==> config.mk <==
export PLATFORM = sky130hd
export DESIGN_NAME = keypad_encoder
export DESIGN_NICKNAME = d
export VERILOG_FILES = /design/src/rtl/keypad_encoder.sv
export SDC_FILE = /design/constraint.sdc
export NUM_CORES = 1
export LEC_CHECK = 0
export ABC_CLOCK_PERIOD_IN_PS = 1700
export CORE_AREA = 2 2 70 72
export DETAILED_ROUTE_END_ITERATION = 12
export DIE_AREA = 0 0 72 74
export DONT_BUFFER_PORTS = 1
export SLEW_MARGIN = 40
export SYNTH_ARGS = -nofsm -noshare
export SYNTH_HDL_FRONTEND = slang
export SYNTH_SLANG_ARGS = --single-unit
==> constraint.sdc <==
create_clock -name clock -period 1.7 [get_ports clock]
set_input_delay 0 -clock clock [delete_from_list [all_inputs] [get_ports clock]]
set_output_delay 0 -clock clock [all_outputs]
set_load 0.02 [all_outputs]
==> src/rtl/keypad_encoder.sv <==
// 4x4 matrix keypad scanner: rotates an active-low row strobe, debounces a
// single-key press/release, and commits the encoded key while entry is high.
module keypad_encoder #(
    parameter int SCAN_DIV = 4,
    parameter int DEBOUNCE = 3
) (
    input  logic       clock,
    input  logic       clearA,
    input  logic [3:0] col_n,
    input  logic       entry,
    output logic [3:0] row_n,
    output logic [3:0] value,
    output logic       key_valid,
    output logic       key_strobe
);

    localparam int SW = (SCAN_DIV > 1) ? $clog2(SCAN_DIV) : 1;
    localparam int CW = $clog2(DEBOUNCE + 1);

    typedef enum logic [1:0] {
        ST_SCAN,
        ST_DEBOUNCE,
        ST_PRESSED
    } state_t;

    state_t          state, state_nxt;
    logic [1:0]      row, row_nxt;
    logic [3:0]      pat, pat_nxt;
    logic [CW-1:0]   cnt, cnt_nxt;
    logic [SW-1:0]   slot;
    logic [3:0]      value_nxt;
    logic            valid_nxt;
    logic            strobe_nxt;
    logic            tick;
    logic            single_low;
    logic            accept;

    function automatic logic [3:0] key_code(input logic [1:0] r, input logic [3:0] c);
        logic [1:0] ci;
        logic [3:0] code;
        ci = 2'd0;
        case (c)
            4'b1101: ci = 2'd1;
            4'b1011: ci = 2'd2;
            4'b0111: ci = 2'd3;
            default: ci = 2'd0;
        endcase
        code = 4'h0;
        case ({r, ci})
            4'd0:  code = 4'h1;
            4'd1:  code = 4'h2;
            4'd2:  code = 4'h3;
            4'd3:  code = 4'hA;
            4'd4:  code = 4'h4;
            4'd5:  code = 4'h5;
            4'd6:  code = 4'h6;
            4'd7:  code = 4'hB;
            4'd8:  code = 4'h7;
            4'd9:  code = 4'h8;
            4'd10: code = 4'h9;
            4'd11: code = 4'hC;
            4'd12: code = 4'hE;
            4'd13: code = 4'h0;
            4'd14: code = 4'hF;
            default: code = 4'hD;
        endcase
        return code;
    endfunction

    assign tick = (slot == SW'(SCAN_DIV - 1));

    always_comb begin
        case (col_n)
            4'b1110, 4'b1101, 4'b1011, 4'b0111: single_low = 1'b1;
            default:                            single_low = 1'b0;
        endcase
    end

    always_comb row_n = ~(4'b0001 << row);

    always_comb begin
        state_nxt  = state;
        row_nxt    = row;
        pat_nxt    = pat;
        cnt_nxt    = cnt;
        value_nxt  = value;
        valid_nxt  = key_valid;
        strobe_nxt = 1'b0;
        accept     = 1'b0;
        if (tick) begin
            case (state)
                ST_SCAN: begin
                    if (single_low) begin
                        pat_nxt = col_n;
                        if (DEBOUNCE == 1) begin
                            accept = 1'b1;
                        end else begin
                            cnt_nxt   = CW'(1);
                            state_nxt = ST_DEBOUNCE;
                        end
                    end else begin
                        row_nxt = row + 2'd1;
                    end
                end
                ST_DEBOUNCE: begin
                    if (col_n == pat) begin
                        if (int'(cnt) + 1 >= DEBOUNCE) accept = 1'b1;
                        else cnt_nxt = cnt + CW'(1);
                    end else begin
                        state_nxt = ST_SCAN;
                        row_nxt   = row + 2'd1;
                        cnt_nxt   = '0;
                    end
                end
                ST_PRESSED: begin
                    // Row stays frozen; other keys are ignored until full release.
                    if (col_n == 4'b1111) begin
                        if (int'(cnt) + 1 >= DEBOUNCE) begin
                            valid_nxt = 1'b0;
                            state_nxt = ST_SCAN;
                            row_nxt   = row + 2'd1;
                            cnt_nxt   = '0;
                        end else begin
                            cnt_nxt = cnt + CW'(1);
                        end
                    end else begin
                        cnt_nxt = '0;
                    end
                end
                default: state_nxt = ST_SCAN;
            endcase
        end
        // col_n equals the stored pattern on any accept tick, so it carries the column.
        if (accept) begin
            state_nxt = ST_PRESSED;
            cnt_nxt   = '0;
            if (entry) begin
                value_nxt  = key_code(row, col_n);
                strobe_nxt = 1'b1;
                valid_nxt  = 1'b1;
            end
        end
    end

    always_ff @(posedge clock or negedge clearA) begin
        if (!clearA) begin
            state      <= ST_SCAN;
            row        <= '0;
            pat        <= '1;
            cnt        <= '0;
            slot       <= '0;
            value      <= '0;
            key_valid  <= 1'b0;
            key_strobe <= 1'b0;
        end else begin
            state      <= state_nxt;
            row        <= row_nxt;
            pat        <= pat_nxt;
            cnt        <= cnt_nxt;
            slot       <= tick ? '0 : slot + SW'(1);
            value      <= value_nxt;
            key_valid  <= valid_nxt;
            key_strobe <= strobe_nxt;
        end
    end

endmodule
==> results.py <==
metrics = {
    "job": {
        "maxCapViolations": 0,
    },
    "clock_network": {
        "cts.sinks": 18,
        "cts_buffers": 3,
        "htree_levels": 1,
        "clk_latency_ns": 0.26,
        "root_buffer": "clkbuf_8",
        "cts_tree": "yes",
        "clk_pin_slew_ns": 0.07,
        "clock_path_buffers": 2,
    },
    "critical_path": {
        "crit-reg2reg-launch": "cnt[1]$_DFFE_PN0P_",
        "cp.required_ns": 1.85,
        "worstSetupPathType": "flip-flop to flip-flop",
        "end_kind": "flip-flop",
        "startpoint_type": "flip-flop",
        "cp.arrival_ns": 1.89,
        "crit_start": "cnt[1]$_DFFE_PN0P_",
        "crit_fanout": 3,
    },
    "power_and_ir_drop": {
        "peakVddDrop_uv": 412,
        "p_clk_share_pct": 17.8,
        "leakage_nw": 0.810,
        "seq_power_share_pct": 33.3,
        "powerDensity_mw_per_mm2": 1130,
        "p_switching_w": 0.000787,
        "p_comb_share_pct": 49.0,
        "swShare_pct": 38.5,
        "p_int_w": 0.00126,
        "finalPower_w": 0.00204,
    },
    "sta": {
        "fin_crit_sh_pct": 102,
        "fin_skew_ns": 0.00217,
        "fin_crit_ns": 1.74,
        "hold_viol_final": 0,
        "worst_pin_slew_ns": 0.426,
        "fmax_mhz": 576,
        "setup_viol": 2,
        "maxSlewHeadroom_pct": 71.6,
        "layout_setup_ws_ns": -0.0369,
        "slew_violations": 0,
        "rsz0062_at_grt": "yes",
    },
    "place": {
        "dp_hpwl_um": 2140,
        "place_ws_ns": -0.0520,
        "placed_cells": 191,
        "placed_area_sq_mm": 0.00149,
        "place_congestion": 0.787,
        "port_buffers": 0,
    },
    "die": {
        "ioPinCount": 17,
        "start_util_pct": 29.1,
        "coreArea_sq_mm": 0.00460,
        "die_area_sq_mm": 0.00533,
        "chipHeight_um": 74,
        "placement_rows": 25,
        "dieWidth_um": 72,
    },
    "global_route": {
        "grt_pass1_wl_um": 4990,
        "grt_overflow": 0,
        "antenna_found_initial": 0,
        "grt_pass1_vias": 1102,
        "grt_use_total_pct": 12.1,
        "grt_max_degree": 19,
    },
    "yosys": {
        "syn_area_per_cell_sq_um": 10.4,
        "yosysWarnings": 0,
        "ys_seq_elements": 18,
        "synth_edf_count": 0,
        "yosysSeqAreaShare_pct": 34.1,
        "synth_nets": 154,
        "syn_inst": 128,
        "ys_async_sr_fraction_pct": 100,
        "synthDistinctLibCells": 42,
        "synth_area_sq_mm": 0.00134,
        "ys.flop_type": "dfrtp_1",
    },
    "cells_and_area": {
        "areaGrowthSynthToFinish_pct": 35.3,
        "antenna_cells": 0,
        "final_core_util_pct": 39.3,
        "drive_gt1_share_pct": 43.9,
        "final-instance-count-excl-fill": 209,
        "fin_nets": 182,
        "finalInstanceArea_sq_mm": 0.00181,
        "fill_cells": 416,
    },
    "route": {
        "first_pass_iters": 4,
        "vias": 1034,
        "drt_iter0_drc": 42,
        "wl_um": 3070,
        "wl_per_cell_um": 14.7,
        "via_per_inst": 4.95,
        "antenna_left": 0,
        "remaining_drc_errors": 0,
    },
    "min_path": {
        "hold_class": "input port to flip-flop",
        "hp-start": "entry",
    },
    "outcome": {
        "violations": "negative setup slack",
        "status": "finished with violations",
    },
}
[layout by cell type, fill, tap and decap left out, types with 2 or more instances in the layout]
cell	Yosys	routed
ha_2	0	2
dfstp_2	4	4
nand2_2	0	3
nor3_1	2	2
clkbuf_8	0	4
ha_4	0	4
buf_4	1	21
mux2_1	7	4
a21oi_1	3	2
mux2_2	2	2
ha_1	19	13
mux2_4	1	4
o211ai_1	2	2
mux2i_1	2	2
xnor2_2	0	4
inv_2	1	4
nand4b_1	4	4
nand2_1	11	8
dlygate4sd3_1	0	5
nor2_1	6	4
inv_1	14	11
a32o_1	2	2
and3_4	1	2
dfrtp_1	14	14
nor2_2	1	3
[routing by layer]
metal | track usage, % | part of all wire [%] | wire length, um
met4 | 5.24 | 2.2 | 68
met1 | 12.0 | 41 | 1260
met5 | 0 | 0 | 0
met3 | 2.85 | 3.1 | 96
met2 | 24.0 | 54 | 1650
[cell families after synthesis]
logic type | synth area share (%)
simple gates | 15.0
buf+inv | 6.18
fa+ha+maj | 17.8
flops | 34.1
compound gates | 9.08
mux | 11.9
xor+xnor | 5.99
[final timing paths]
check | endpoint | cells past startpoint | slack, ns
max | row[1]$_DFFE_PN0P_ | 5 | -0.04
min | value[0]$_DFFE_PN0P_ | 2 | 0.06
max reg2reg | row[1]$_DFFE_PN0P_ | 5 | -0.04
min reg2reg | slot[0]$_DFF_PN0_ | 1 | 0.46
max in group asynchronous | pat[3]$_DFFE_PN1P_ | 2 | 1.17
min in group asynchronous | row[1]$_DFFE_PN0P_ | 2 | 0.20
[critical path, stage by stage, from the launching register on]
cell and delay [ns]:
dfrtp_1 0.44, ha_2 0.21, or3b_4 0.42, o311ai_4 0.09, or3_4 0.17, mux2_4 0.29
[Yosys cell counts, types with 2 or more instances]
| cell type | number | area, sq um |
|---|---|---|
| a21oi_1 | 3 | 15.0 |
| clkbuf_1 | 2 | 7.51 |
| nand4b_1 | 4 | 35.0 |
| o21ai_1 | 2 | 10.0 |
| mux2_1 | 7 | 78.8 |
| a32o_1 | 2 | 20.0 |
| nor3_1 | 2 | 10.0 |
| nand2_1 | 11 | 41.3 |
| inv_1 | 14 | 52.6 |
| o211ai_1 | 2 | 15.0 |
| nor2_1 | 6 | 22.5 |
| mux2i_1 | 2 | 20.0 |
| xnor2_1 | 5 | 43.8 |
| dfrtp_1 | 14 | 350 |
| dfstp_2 | 4 | 105 |
| o311ai_0 | 2 | 17.5 |
| o22ai_1 | 2 | 12.5 |
| ha_1 | 19 | 238 |
| mux2_2 | 2 | 22.5 |
[power groups by stage]
stage,Clock [W],Combinational (W),Sequential [W]
2_1_floorplan,0,0.000571,0.000620
3_3_place_gp,0,0.000703,0.000659
3_5_place_dp,0,0.000744,0.000672
4_1_cts,0.000369,0.000879,0.000666
5_1_grt,0.000386,0.00110,0.000698
6_report,0.000363,0.00100,0.000680
[state kept, by name, indices dropped and copies added (netlist names)]
name / cells
pat: 4
state: 2
key_strobe: 1
key_valid: 1
row: 2
slot: 2
cnt: 2
value: 4
[layout make-up]
type	count	area (sq um)	share of cell area (%)
tap	54	67.6	3.74
timing repair buffer	27	213	11.8
clock buffer	4	55.1	3.04
sequential	18	455	25.2
inverter	15	56.3	3.11
multi-input combinational	91	961	53.1
[stage by stage]
| step | TNS (ns) | hold WS [ns] |
|---|---|---|
| global route | -0.474 | 0.0759 |
| global placement | -0.0308 | -0.295 |
| finish | -0.0580 | 0.0574 |
| floorplan | 0 | -0.296 |
| detailed placement | -0.112 | -0.295 |
| CTS | -0.0143 | 0.0139 |
[repair_timing]
| item | CTS | global route |
|---|---|---|
| endpoints found under the setup margin | 7 | 10 |
| hold buffers | 5 | 1 |
| gates resized for setup | 15 | 16 |
| pin swaps | 8 | 6 |
| endpoints found under the hold margin | 22 | 14 |
| setup buffers | 5 | 3 |
Note: power is estimated with default switching activity, not from simulation.
